--- src/rtl/prio_encoder_rr_pkg.sv ---
// Shared types for the registered priority encoder: arbitration mode and
// output-stage state encoding.
package prio_enc_pkg;

    typedef enum logic {
        MODE_FIXED = 1'b0,
        MODE_RR    = 1'b1
    } mode_e;

    typedef enum logic {
        EMPTY,
        FULL
    } out_state_e;

endpackage

--- src/rtl/prio_encoder_rr_pick.sv ---
// Combinational winner picker: rotates the request vector so the search
// start sits at bit 0, picks, then maps the position back to an absolute index.
module prio_pick
    import prio_enc_pkg::*;
#(
    parameter int N = 8,
    localparam int W = $clog2(N)
) (
    input  logic [N-1:0] req,
    input  logic [W-1:0] start,
    input  mode_e        mode,
    output logic [W-1:0] idx,
    output logic [N-1:0] onehot,
    output logic         found
);

    logic [W-1:0] shift;
    logic [N-1:0] rot;
    int           pos;
    int           abs_pos;

    always_comb begin
        shift = (mode == MODE_RR) ? start : '0;
        for (int i = 0; i < N; i++) begin
            rot[i] = req[(i + int'(shift)) % N];
        end

        // Round-robin takes the first set bit at or after start; fixed
        // priority takes the highest set bit of the unrotated vector.
        pos = 0;
        if (mode == MODE_RR) begin
            for (int i = N - 1; i >= 0; i--) begin
                if (rot[i]) pos = i;
            end
        end else begin
            for (int i = 0; i < N; i++) begin
                if (rot[i]) pos = i;
            end
        end

        abs_pos = pos + int'(shift);
        if (abs_pos >= N) abs_pos = abs_pos - N;

        found  = |req;
        idx    = found ? W'(abs_pos) : '0;
        onehot = found ? (N'(1) << abs_pos) : '0;
    end

endmodule

--- src/rtl/prio_encoder_rr.sv ---
// Registered N-to-log2(N) priority encoder with fixed/round-robin arbitration,
// valid/ready handshakes, multi-hot / all-zero flags and a saturating counter.
module prio_encoder_rr
    import prio_enc_pkg::*;
#(
    parameter int N     = 8,
    parameter int CNT_W = 8,
    localparam int W    = $clog2(N)
) (
    input  logic             clk,
    input  logic             rst_n,
    input  logic             mode_i,
    input  logic [N-1:0]     req_i,
    input  logic             req_valid_i,
    output logic             req_ready_o,
    output logic             valid_o,
    input  logic             ready_i,
    output logic [W-1:0]     idx_o,
    output logic [N-1:0]     onehot_o,
    output logic             multi_o,
    output logic             zero_o,
    output logic [CNT_W-1:0] multi_cnt_o,
    output logic             state_o
);

    // Handshake: a transfer happens on a rising edge where valid and ready
    // are both high; the output stage accepts whenever it is empty or being drained.

    localparam logic [W-1:0]     PTR_LAST = W'(N - 1);
    localparam logic [CNT_W-1:0] CNT_MAX  = {CNT_W{1'b1}};

    out_state_e   state;
    out_state_e   state_nxt;
    logic [W-1:0] ptr;
    logic [W-1:0] start;
    mode_e        mode;
    logic         accept;
    logic         multi_in;
    logic [W-1:0] pick_idx;
    logic [N-1:0] pick_onehot;
    logic         pick_found;

    assign mode     = mode_e'(mode_i);
    assign start    = (ptr == PTR_LAST) ? '0 : ptr + W'(1);
    assign multi_in = (req_i & (req_i - N'(1))) != '0;
    assign valid_o  = (state == FULL);
    assign state_o  = state;

    prio_pick #(.N(N)) u_pick (
        .req    (req_i),
        .start  (start),
        .mode   (mode),
        .idx    (pick_idx),
        .onehot (pick_onehot),
        .found  (pick_found)
    );

    always_comb begin
        req_ready_o = (state == EMPTY) || ready_i;
        accept      = req_valid_i && req_ready_o;
        state_nxt   = state;
        case (state)
            EMPTY:   if (accept) state_nxt = FULL;
            FULL:    if (ready_i && !accept) state_nxt = EMPTY;
            default: state_nxt = EMPTY;
        endcase
    end

    always_ff @(posedge clk) begin
        if (!rst_n) begin
            state       <= EMPTY;
            ptr         <= PTR_LAST;
            idx_o       <= '0;
            onehot_o    <= '0;
            multi_o     <= 1'b0;
            zero_o      <= 1'b0;
            multi_cnt_o <= '0;
        end else begin
            state <= state_nxt;
            if (accept) begin
                idx_o    <= pick_idx;
                onehot_o <= pick_onehot;
                multi_o  <= multi_in;
                zero_o   <= !pick_found;
                // Pointer only advances on real round-robin grants.
                if (mode == MODE_RR && pick_found) ptr <= pick_idx;
                if (multi_in && multi_cnt_o != CNT_MAX) multi_cnt_o <= multi_cnt_o + CNT_W'(1);
            end
        end
    end

endmodule

--- config.mk ---
export PLATFORM = sky130hd
export DESIGN_NAME = prio_encoder_rr
export DESIGN_NICKNAME = d
export VERILOG_FILES = /design/src/rtl/prio_encoder_rr_pkg.sv /design/src/rtl/prio_encoder_rr_pick.sv /design/src/rtl/prio_encoder_rr.sv
export SDC_FILE = /design/constraint.sdc
export NUM_CORES = 1
export LEC_CHECK = 0
export ABC_AREA = 0
export BUFFER_PORTS_ARGS = -buffer_cell sky130_fd_sc_hd__buf_2
export CAP_MARGIN = 20
export CORE_UTILIZATION = 51
export CTS_BUF_LIST = sky130_fd_sc_hd__clkbuf_8
export DETAILED_ROUTE_END_ITERATION = 10
export PLACE_DENSITY = 0.78
export RECOVER_POWER = 50
export SYNTH_ARGS = -nofsm -noshare
export SYNTH_HDL_FRONTEND = slang
export SYNTH_SLANG_ARGS = --single-unit
--- constraint.sdc ---
create_clock -name clk -period 3.61 [get_ports clk]
set_input_delay 0.1805 -clock clk [delete_from_list [all_inputs] [get_ports clk]]
set_output_delay 0.1805 -clock clk [all_outputs]
set_load 0.005 [all_outputs]
# Word-level counts from Yosys, hierarchy flattened
# Index checks and enable logic that the tools add are counted.
# W data, S select, Z words.
[word_totals] reg_bits=25 in_bits=13
[op_classes] add_sub_neg=12 order_cmp=9 n_eq_ne=2 shift=1 muxes=47 bitwise_logic=9 reduce_logical=18
[op_table] op="$mux W32" n=9
[op_table] op="$lt A4 B5 Y1 const B" n=7
[op_table] op="$add A32 B4 Y32" n=1
[op_table] op="$ge A32 B5 Y1 const B" n=1
[op_table] op="$shl A1 B32 Y8 const A" n=1
[op_table] op="$sub A32 B5 Y32 const B" n=1
[op_table] op="$bmux W1 S3" n=8
[op_table] op="$mux W3" n=8
[op_table] op="$reduce_or A3 Y1" n=7
[op_table] op="$mux W1" n=18
[op_table] op="$add A3 B3 Y3 const A" n=4
[op_table] op="$add A8 B1 Y8 const B" n=1
[op_table] op="$and A8 B8 Y8" n=1
[op_table] op="$mux W8" n=1
[op_table] op="$ne A8 B8 Y1 const B" n=1
[op_table] op="$reduce_bool A8 Y1" n=1
[op_table] op="$reduce_or A8 Y1" n=1
[op_table] op="$sub A8 B1 Y8 const B" n=1
[op_table] op="$and A1 B1 Y1 const A" n=7
[op_table] op="$add A2 B3 Y3 const A" n=2
[op_table] op="$logic_and A1 B1 Y1" n=4
[op_table] op="$lt A3 B4 Y1 const B" n=1
[op_table] op="$mux W2" n=2
[op_table] op="$reduce_and A2 Y1" n=2
[op_table] op="other kinds (7)" n=8

# Longest topological paths before layout
# Gate-level depths: netlist (run 1).
[logic_depth] ltp_word=23 mapped_depth=18

# Modules after synthesis
# From an unflattened synthesis (run 1), not the netlist that was laid out.
[hier_totals] hier_cells=277 hier_area_um2=2339.7
[by_module_without_submodules] mod="prio_pick" n_inst=1 cells_each=142 area_per_inst_um2=1173.6 seq_area_each_um2=0.0
[by_module_without_submodules] mod="prio_encoder_rr" n_inst=1 cells_each=135 area_per_inst_um2=1166.1 seq_area_each_um2=500.5

# Worst setup path before layout (run 1)
# OpenSTA, ideal clock, no wires.
[synth_timing] path_type="reg-to-reg" startpoint="register ptr[0]" endpoint="register onehot_o[6]" setup_time_ns=0.059 arrival_ns=3.788 required_time_ns=3.551 setup_slack_ns=-0.237 stages_incl_launch_ff=17 n_path_buf=0 path_cell_list="dfxtp_1 -> ha_1 -> ha_1 -> nand3b_1 -> inv_1 -> ha_1 -> xor2_1 -> mux4_1 -> o221a_1 -> o22ai_1 -> ha_1 -> inv_1 -> fa_1 -> xnor2_1 -> nand2_1 -> o31ai_1 -> and2_1"
[synth_via] elab_chain_len=21 elab_cells_between_ends=56 cone_classes="10 x add/sub; 1 x order compare; 1 x eq/ne; 1 x shift; 43 x mux"
[synth_rtl] item="start, declared" line="prio_encoder_rr.sv:34" source="logic [W-1:0] ptr;"
[synth_rtl] item="start signal, assigned" line="prio_encoder_rr.sv:86" source="if (mode == MODE_RR && pick_found) ptr <= pick_idx;"
[synth_rtl] item="$add A3 B1 Y3 or $eq A3 B3 Y1 (tied branches)" line="prio_encoder_rr.sv:44" source="assign start = (ptr == PTR_LAST) ? '0 : ptr + W'(1);"
[synth_rtl] item="$mux W3 *" line="prio_encoder_rr.sv:44"
[synth_rtl] item="$mux W3 *" line="prio_encoder_rr_pick.sv:23" source="shift = (mode == MODE_RR) ? start : '0;"
[synth_rtl] item="$add A3 B3 Y3" line="prio_encoder_rr_pick.sv:25" source="rot[i] = req[(i + int'(shift)) % N];"
[synth_rtl] item="$bmux W1 S3" line="prio_encoder_rr_pick.sv:25"
[synth_rtl] item="$mux W1 (implied by the code) (2 in a row)" line="prio_encoder_rr_pick.sv:25"
[synth_rtl] item="$mux W3" line="prio_encoder_rr_pick.sv:33" source="if (rot[i]) pos = i;"
[synth_rtl] item="$mux W32 (7 in a row)" line="prio_encoder_rr_pick.sv:33"
[synth_rtl] item="$mux W32" line="prio_encoder_rr_pick.sv:31" source="if (mode == MODE_RR) begin"
[synth_rtl] item="$add A32 B4 Y32 *" line="prio_encoder_rr_pick.sv:41" source="abs_pos = pos + int'(shift);"
[synth_rtl] item="$sub A32 B5 Y32 or $ge A32 B5 Y1 (tied branches)" line="prio_encoder_rr_pick.sv:42" source="if (abs_pos >= N) abs_pos = abs_pos - N;"
[synth_rtl] item="$mux W32 *" line="prio_encoder_rr_pick.sv:42"
[synth_rtl] item="$shl A1 B32 Y8 *" line="prio_encoder_rr_pick.sv:46" source="onehot = found ? (N'(1) << abs_pos) : '0;"
[synth_rtl] item="$mux W8 *" line="prio_encoder_rr_pick.sv:46"
[synth_rtl] item="end signal, assigned" line="prio_encoder_rr.sv:82" source="onehot_o <= pick_onehot;"
[synth_rtl] item="end, declared" line="prio_encoder_rr.sv:19" source="output logic [N-1:0] onehot_o,"
# Every way passes the cells marked *; elsewhere a longest branch is shown, timed or not. The select of a mux whose other input is x is not followed.
# A chain may end at the register's enable or synchronous reset.

# Worst setup path after layout (run 1)
[layout_timing] startpoint="register ptr[1]" endpoint="register onehot_o[3]"
# Same word-level chain as after synthesis.

==> impl_metrics.tcl, run 1 <==
set metrics [dict create \
    status "finished, violations left" \
    violations "negative setup slack" \
    hold_viol_final 0 \
    grt_pass1_vias 1478 \
    rows 20 \
    yosysWarnings 0 \
    relSlewSlack_pct 42.7 \
    hold_path.class "input port to register" \
    cp_max_fo 6 \
    routed_wl_um 4300 \
    placed_cell_area_um2 2140 \
    fin_nets 279 \
    vias_per_cell 5.51 \
    drc 0 \
    syn_to_final_growth_pct 37.0 \
    critPathArrivalTime_ns 3.99 \
    power_density_nw_per_um2 359 \
    final_antenna_net_count 0 \
    synth_edf_count 0 \
    syn_area_per_cell_um2 8.57 \
    worstMarginPinSlew_ns 0.859 \
    clk_pin_slew_ns 0.09 \
    post-dp-hpwl_um 3010 \
    synth.net_count 223 \
    synth_top_area_share_pct 28.9 \
    gp_congestion 0.796 \
    ys_seq_area_share_pct 28.9 \
    yosysTopAreaCell "dfxtp_1" \
    layout_common_cells "buf_2 (28), nand2_1 (26), dfxtp_1 (23)" \
    track_usage_pct 23.4 \
    async_reset_ff_share_pct 0 \
    whs_ns 0.165 \
    initial_utilization_pct 55.4 \
    insertion_delay_ns 0.27 \
    fin_worst_skew_ns 0.00312 \
    netlist-cell-type-count 45 \
    fp.dieW_um 60.3 \
    die_area_um2 3630 \
    finalInstanceArea_um2 2370 \
    cts_root_buf "clkbuf_8" \
    portBuffers 36 \
    highest_layer "met4" \
    crit_path_end_kind "register" \
    max_cap_viol_count 0 \
    reg2reg_from "ptr[1]" \
    ys.flop_type "dfxtp_1" \
    coreArea_um2 3130 \
    final.period_utilization_pct 106 \
    drt_first_pass_iters 4 \
    hp-start "req_valid_i" \
    cts_buffers 3 \
    io_pins 37 \
    fmax_mhz 262 \
    routed-wl-met3_um 103 \
    rsz0062_at_grt "true" \
    wl_met1_um 1840 \
    ys_top_cells_by_area "dfxtp_1 (29%), mux2i_1 (10%), nand2_1 (5.9%)" \
    crit_start "ptr[1]" \
    start_kind "register" \
    finalSetupViolCount 10 \
    wl_per_cell_um 14.3 \
    yosys_register_bits 25 \
    die_y_um 60.3 \
    final_layout_size_suffix_gt1_share_pct 37.7 \
    maxSlewViolCount 0 \
    antenna_found_initial 0 \
    cts_num_sinks 25 \
    grt_max_degree 28 \
    htreeDepth 1 \
    crit_type "register to register" \
    diodes 0 \
    grt_pass1_wl_um 6380 \
    final_common_cell "buf_2" \
    clk_path_buf_depth 2 \
    p_leak_nw 1.02 \
    via_count 1659 \
    dr.first_iter.drc_count 49 \
    finalCriticalPeriod_ns 3.82 \
    synth_area_um2 1730 \
    setup_ws_ns -0.208 \
    routed-wl-met2_um 2210 \
    crit_required_ns 3.78 \
    pre_cts_ws_ns -0.241 \
    grt.overflow.total 0 \
    peakVddDrop_v 0.000309 \
    synthCells 202 \
    cts_tree "done" \
]
## routing by layer
metal  vias up  track usage [%]
met1       782             27.8
met4         0             7.97
met3        13             2.16
met2        35             43.2
li1        829                -
met5         -                0
## cell families after synthesis
family / count (synthesis) / share of synthesized area, %
muxes: 22 / 15.2
AOI/OAI and AO/OA: 41 / 16.2
buffers and inverters: 15 / 4.12
adders and majority gates: 8 / 6.21
xor gates and xnor gates: 9 / 4.55
and+or+nand+nor: 82 / 24.9
DFF: 25 / 28.9
## flip-flops by register name, summed over array words and instances, names as in the netlist
name	flops
multi_o	1
onehot_o	8
state_o	1
ptr	3
zero_o	1
multi_cnt_o	8
idx_o	3
## where the power goes
| part | total [mW] | internal [mW] | switching (mW) |
|---|---|---|---|
| registers | 0.308 | 0.295 | 0.0130 |
| logic | 0.378 | 0.185 | 0.192 |
| clock network | 0.167 | 0.0774 | 0.0896 |
## layout make-up
class,instances,area [um2]
clock buffer,3,41.3
clock inverter,1,5.00
fill,243,756
inverter,8,30.0
multi-input combinational,162,1380
sequential,25,503
tap,44,55.1
timing repair buffer,58,359
## path summary, 6_finish.rpt
path | slack [ns] | end | depth (start not counted)
hold / removal | 0.16 | state_o | 3
hold reg to reg | 0.48 | idx_o[2] | 2
setup reg to reg | -0.21 | onehot_o[3] | 18
setup / recovery | -0.21 | onehot_o[3] | 18
## cells in the mapped netlist, drive strengths merged, types with 2 or more instances
library cell and n:
nor3b 3, dfxtp 25, nand3 9, nand2b 6, a22oi 4, nand2 28
mux2i 18, nor3 3, nor2 6, o21ai 11, and2 16, buf 3
o211ai 3, inv 8, nand3b 2, o22ai 2, a21oi 7, xnor2 2
a21boi 4, nor2b 4, o31ai 2, and3 2, xor2 7, mux4 3
ha 7, o221a 2, clkbuf 4
## timing repair
item	in CTS	in global routing
pin swaps	9	13
buffers inserted	3	2
hold endpoints to repair	0	0
gates resized for setup	13	26
setup endpoints to repair	11	12
hold buffers	0	0
cloned	0	0
## worst max-delay path: stages (launching register included)
cell	delay [ns]
dfxtp_2	0.35
ha_4	0.16
ha_4	0.15
nor3b_2	0.18
buf_6	0.17
buf_12	0.13
mux2i_4	0.26
o211ai_1	0.14
and3_1	0.24
nand2b_1	0.18
o221a_1	0.25
o22ai_2	0.15
ha_2	0.19
inv_2	0.04
fa_2	0.43
xnor2_4	0.25
nand2b_4	0.21
o21ai_1	0.07
and2_1	0.15
## metrics by stage
step | power (mW) | setup TNS (ns) | utilization (%) | cells
2_1_floorplan | 0.515 | -0.0420 | - | 202
3_3_place_gp | 0.603 | -0.545 | 68.3 | 292
3_5_place_dp | 0.609 | -1.56 | 68.3 | 292
4_1_cts | 0.794 | -0.452 | 71.9 | 299
5_1_grt | 0.900 | -3.59 | 75.8 | 301
6_report | 0.853 | -1.55 | 75.8 | 301
No activity file was read; power rests on OpenSTA's default activity.
==> inputs of run 2 (changes only) <==
PLACE_DENSITY = 0.87   (was 0.78)
==> run 2 against run 1 <==
Against the previous run:
- critical path depth unchanged
- critical endpoint is now onehot_o[2]
- power decreased by 2.3%
- cell count up 0.66%
- maximum frequency increased by 1.8%
- the run still ends with negative setup slack left
- critical path type unchanged
- worst hold slack improved by 0.032 ns
- global-route usage up 0.83 points
- sequential share of layout area rose by 0.66 points
- non-clock buffer count increased by 2
- largest power group unchanged
==> impl_metrics.tcl, run 2 (same netlist as run 1, synthesis figures left out) <==
set metrics [dict create \
    finalCriticalPeriod_ns 3.75 \
    worstMarginPinSlew_ns 0.895 \
    cts_buffers 3 \
    portBuffers 36 \
    drc 0 \
    die_y_um 60.3 \
    rows 20 \
    cp_max_fo 6 \
    crit_type "register to register" \
    clk_pin_slew_ns 0.08 \
    cp-endpoint "onehot_o[2]" \
    place_inst 294 \
    htreeDepth 1 \
    r2r_cells 18 \
    routed_wl_um 4500 \
    final_layout_size_suffix_gt1_share_pct 33.2 \
    diodes 0 \
    wl_per_cell_um 14.8 \
    track_usage_pct 24.2 \
    io_pins 37 \
    p_switching_mw 0.278 \
    syn_to_final_growth_pct 32.9 \
    clkPwrFrac_pct 19.4 \
    stdcell_count 303 \
    die_area_um2 3630 \
    start_kind "register" \
    p_leak_nw 0.998 \
    cts_root_buf "clkbuf_8" \
    status "finished, violations left" \
    coreArea_um2 3130 \
    cts_num_sinks 25 \
    antenna_found_initial 0 \
    post-dp-hpwl_um 3130 \
    reg2reg_slack_ns -0.14 \
    power_frac_comb_pct 43.5 \
    hold_path.class "input port to register" \
    grt_max_degree 28 \
    clk_path_buf_depth 2 \
    setup_ws_ns -0.141 \
    layout_common_cells "nand2_1 (26), buf_2 (24), dfxtp_1 (23)" \
    insertion_delay_ns 0.27 \
    rsz0062_at_grt "true" \
    fmax_mhz 267 \
    peakVddDrop_v 0.000286 \
    fin_worst_skew_ns 0.00403 \
    p_total_mw 0.833 \
    p_int_mw 0.555 \
    via_count 1715 \
    fin_nets 281 \
    reg2reg_from "ptr[1]" \
    power_density_nw_per_um2 362 \
    violations "negative setup slack" \
    gp_congestion 0.846 \
    crit_start "ptr[1]" \
    initial_utilization_pct 55.4 \
    crit_path_end_kind "register" \
    grt.overflow.total 0 \
    swShare_pct 33.4 \
    maxSlewViolCount 0 \
    vias_per_cell 5.66 \
    final.period_utilization_pct 104 \
    ctsHoldBuffers 0 \
    cts_tree "done" \
    final_antenna_net_count 0 \
    critPathArrivalTime_ns 3.97 \
    worstReg2RegEnd "onehot_o[2]" \
    grt_pass1_wl_um 6670 \
    p_seq_share_pct 37.1 \
    hold_viol_final 0 \
    drt_first_pass_iters 4 \
    grt_pass1_vias 1553 \
    final_common_cell "nand2_1" \
    max_cap_viol_count 0 \
    pre_cts_ws_ns -0.134 \
    fp.dieW_um 60.3 \
    finalSetupViolCount 10 \
    crit_required_ns 3.83 \
    relSlewSlack_pct 40.4 \
    largestRegisters "multi_cnt_o: 8 flops, onehot_o: 8 flops" \
    dr.first_iter.drc_count 116 \
]
## run 2: routing by layer
metal  vias up  global-route usage [%]  routed length, um
met3         6                    6.49                163
met5         -                       0                  0
li1        839                       -                  -
met1       817                    31.1               2080
met2        53                    40.2               2210
met4         0                    5.65                 44
## run 2: what timing repair did
item | 4_1_cts | 5_1_grt
buffers inserted | 2 | 3
pin swaps | 6 | 5
gates resized for setup | 12 | 14
endpoints found under the setup margin | 8 | 12
cloned | 0 | 0
## run 2: critical path, cell delays in order, from the launching register on
cell and delay (ns):
dfxtp_2 0.34, ha_4 0.16, ha_4 0.16, nor3b_2 0.18, buf_4 0.20, buf_6 0.14, mux2i_1 0.27, buf_4 0.17
mux2i_1 0.07, mux2_4 0.30, a21boi_2 0.13, o221a_1 0.20, o22ai_2 0.08, ha_2 0.20, inv_2 0.07, fa_2 0.48
buf_4 0.18, o31ai_4 0.20, and2_1 0.15
## run 2: area by class of cell
class	count	area, um2
tap	44	55.1
multi-input combinational	162	1310
sequential	25	503
timing repair buffer	60	360
inverter	8	30.0
fill	248	827
clock inverter	1	3.75
clock buffer	3	41.3
## run 2: worst min-delay path by stage
stage / start / to / slack (ns) / cells after the start
after floorplan: req_valid_i / state_o / 0.32 / 2
after global placement: req_valid_i / state_o / 0.46 / 3
after detailed placement: multi_o / multi_o / 0.49 / 1
after CTS: req_valid_i / state_o / 0.21 / 3
after global routing: req_valid_i / state_o / 0.20 / 3
final: req_valid_i / state_o / 0.20 / 3
## run 2: stage by stage
stage | TNS [ns] | hold slack (ns) | area (um2) | utilization [%]
after floorplan | -0.0420 | 0.319 | 1810 | -
after global placement | 0 | 0.455 | 2140 | 68.4
after detailed placement | -0.571 | 0.485 | 2140 | 68.4
after CTS | -0.164 | 0.207 | 2240 | 71.5
after global routing | -2.52 | 0.203 | 2300 | 73.6
final | -1.06 | 0.197 | 2300 | 73.6
## run 2: power by group through the flow
stage | logic, mW | clock network (mW) | registers, mW
floorplan | 0.200 | 0 | 0.315
global placement | 0.287 | 0 | 0.313
detailed placement | 0.298 | 0 | 0.313
CTS | 0.316 | 0.162 | 0.307
global route | 0.389 | 0.178 | 0.310
finish | 0.362 | 0.162 | 0.309
==> inputs of run 3 (changes only) <==
CORE_UTILIZATION = 56   (was 51)
PLACE_DENSITY = 0.91   (was 0.87)
clock period = 4.3 ns   (was 3.61 ns; I/O delays follow)
==> run 3 against run 2 <==
Against the previous run:
- the flow finishes with violations (design-rule violations)
- clock skew about the same
- combinational power down 37%
- clock-buffer cell count unchanged
- utilization down 1.8 points
- critical path depth down 2
- sequential power down 17%
- via count down 6.2%
- cell count down 11%
- non-clock buffer count down 19
- sequential share of layout area up 2.6 points
- die area down 8.6%
==> impl_metrics.tcl, run 3 (same netlist as run 1, synthesis figures left out) <==
set metrics [dict create \
    clk_path_buf_depth 2 \
    critPathArrivalTime_ns 4.31 \
    finalSetupViolCount 0 \
    grt_pass1_wl_um 6070 \
    clkPwrFrac_pct 22.1 \
    crit_type "register to register" \
    rsz0062_at_grt "false" \
    antenna_found_initial 0 \
    swShare_pct 33.5 \
    p_seq_share_pct 41.4 \
    grt_max_degree 28 \
    relSlewSlack_pct 55.1 \
    track_usage_pct 23.3 \
    drc 2 \
    power_density_nw_per_um2 304 \
    peakVddDrop_v 0.000207 \
    drt_first_pass_iters 9 \
    initial_utilization_pct 60.7 \
    p_leak_nw 0.912 \
    violations "design-rule violations" \
    rows 19 \
    cts_tree "done" \
    finalSetupTns_ns 0 \
    power_frac_comb_pct 36.5 \
    layout_common_cells "buf_2 (29), nand2_1 (26), dfxtp_1 (25)" \
    cts_root_buf "clkbuf_8" \
    pre_cts_ws_ns 0.158 \
    cts_num_sinks 25 \
    worstMarginPinSlew_ns 0.674 \
    crit_required_ns 4.52 \
    dr.first_iter.drc_count 62 \
    syn_to_final_growth_pct 18.1 \
    p_int_mw 0.414 \
    max_cap_viol_count 0 \
    cts_buffers 3 \
    final.period_utilization_pct 95.2 \
    gp_congestion 0.939 \
    htreeDepth 1 \
    final_layout_size_suffix_gt1_share_pct 24.6 \
    setup_ws_ns 0.206 \
    fin_nets 262 \
    clk_pin_slew_ns 0.09 \
    cp_max_fo 5 \
    p_switching_mw 0.208 \
    final_common_cell "buf_2" \
    vias_per_cell 5.94 \
    wl_per_cell_um 14.1 \
    largestRegisters "multi_cnt_o: 8 flops, onehot_o: 8 flops" \
    fin_worst_skew_ns 0.00360 \
    io_pins 37 \
    post-dp-hpwl_um 2770 \
    ctsHoldBuffers 0 \
    diodes 0 \
    routed_wl_um 3830 \
    insertion_delay_ns 0.27 \
    grt.overflow.total 0 \
    die_area_um2 3320 \
    final_antenna_net_count 0 \
    grt_pass1_vias 1367 \
    die_y_um 57.6 \
    finalCriticalPeriod_ns 4.09 \
    hold_path.class "input port to register" \
    via_count 1609 \
    fmax_mhz 244 \
    crit_path_end_kind "register" \
    status "finished, violations left" \
    start_kind "register" \
    coreArea_um2 2850 \
    hold_viol_final 0 \
    portBuffers 36 \
    maxSlewViolCount 0 \
    fp.dieW_um 57.6 \
]
==> run 3: cell types whose count changed in the layout (fill, tap and decap cells not counted), sizes merged <==
cell,before,now
clkinv,0,1
clkbuf,15,10
inv,9,8
buf,48,34
==> run 3: through the flow <==
step	instances	hold slack [ns]	utilization (%)	total power [mW]	cell area [um2]
global placement	264	0.459	67.5	0.461	1920
global route	271	0.229	71.7	0.658	2050
detailed placement	264	0.468	67.5	0.468	1920
CTS	268	0.204	69.1	0.603	1970
finish	271	0.205	71.7	0.622	2050
floorplan	202	0.354	-	0.414	1730
==> run 3: per-layer routing <==
metal	track usage, %	up-vias	part of all wire [%]
li1	-	795	-
met2	35.9	61	46
met3	5.13	4	6.4
met5	0	-	0
met4	5.23	0	0.55
met1	33.4	749	47
==> run 3: critical path, cell delays in order (launching register included) <==
cell      delay [ns]
dfxtp_1         0.35
ha_1            0.21
ha_2            0.20
nand3b_1        0.31
inv_2           0.16
ha_4            0.15
xor2_2          0.16
mux4_1          0.62
o221a_1         0.26
o22ai_1         0.17
ha_1            0.18
inv_1           0.05
fa_1            0.40
xnor2_2         0.17
nand2b_1        0.21
o31ai_1         0.29
and2_1          0.15
==> run 3: final cells by class <==
cell class	instances	area, um2
Clock buffer	3	41.3
Multi-Input combinational cell	162	1220
Fill cell	223	807
Clock inverter	1	5.00
Tap cell	31	38.8
Sequential cell	25	500
Timing Repair Buffer	41	209
Inverter	8	30.0
==> run 3: path summary, 6_finish.rpt <==
| check | endpoint | startpoint | depth (start not counted) | slack (ns) |
|---|---|---|---|---|
| worst max-delay path | onehot_o[2] | ptr[0] | 16 | 0.21 |
| worst min-delay path | state_o | req_valid_i | 3 | 0.20 |
| worst max register to register | onehot_o[2] | ptr[0] | 16 | 0.21 |
| worst min register to register | idx_o[2] | idx_o[2] | 2 | 0.49 |
==> run 3: repair_timing <==
| item | 4_1_cts | 5_1_grt |
|---|---|---|
| gates resized for setup | 0 | 17 |
| endpoints found under the setup margin | 0 | 9 |
| hold endpoints to repair | 0 | 0 |
| buffers inserted | 0 | 3 |
==> run 3: power groups by stage <==
stage | registers (mW) | logic, mW | clock network [mW]
finish | 0.258 | 0.227 | 0.138
global placement | 0.262 | 0.200 | 0
detailed placement | 0.262 | 0.206 | 0
global route | 0.260 | 0.248 | 0.151
CTS | 0.257 | 0.207 | 0.138
floorplan | 0.263 | 0.151 | 0
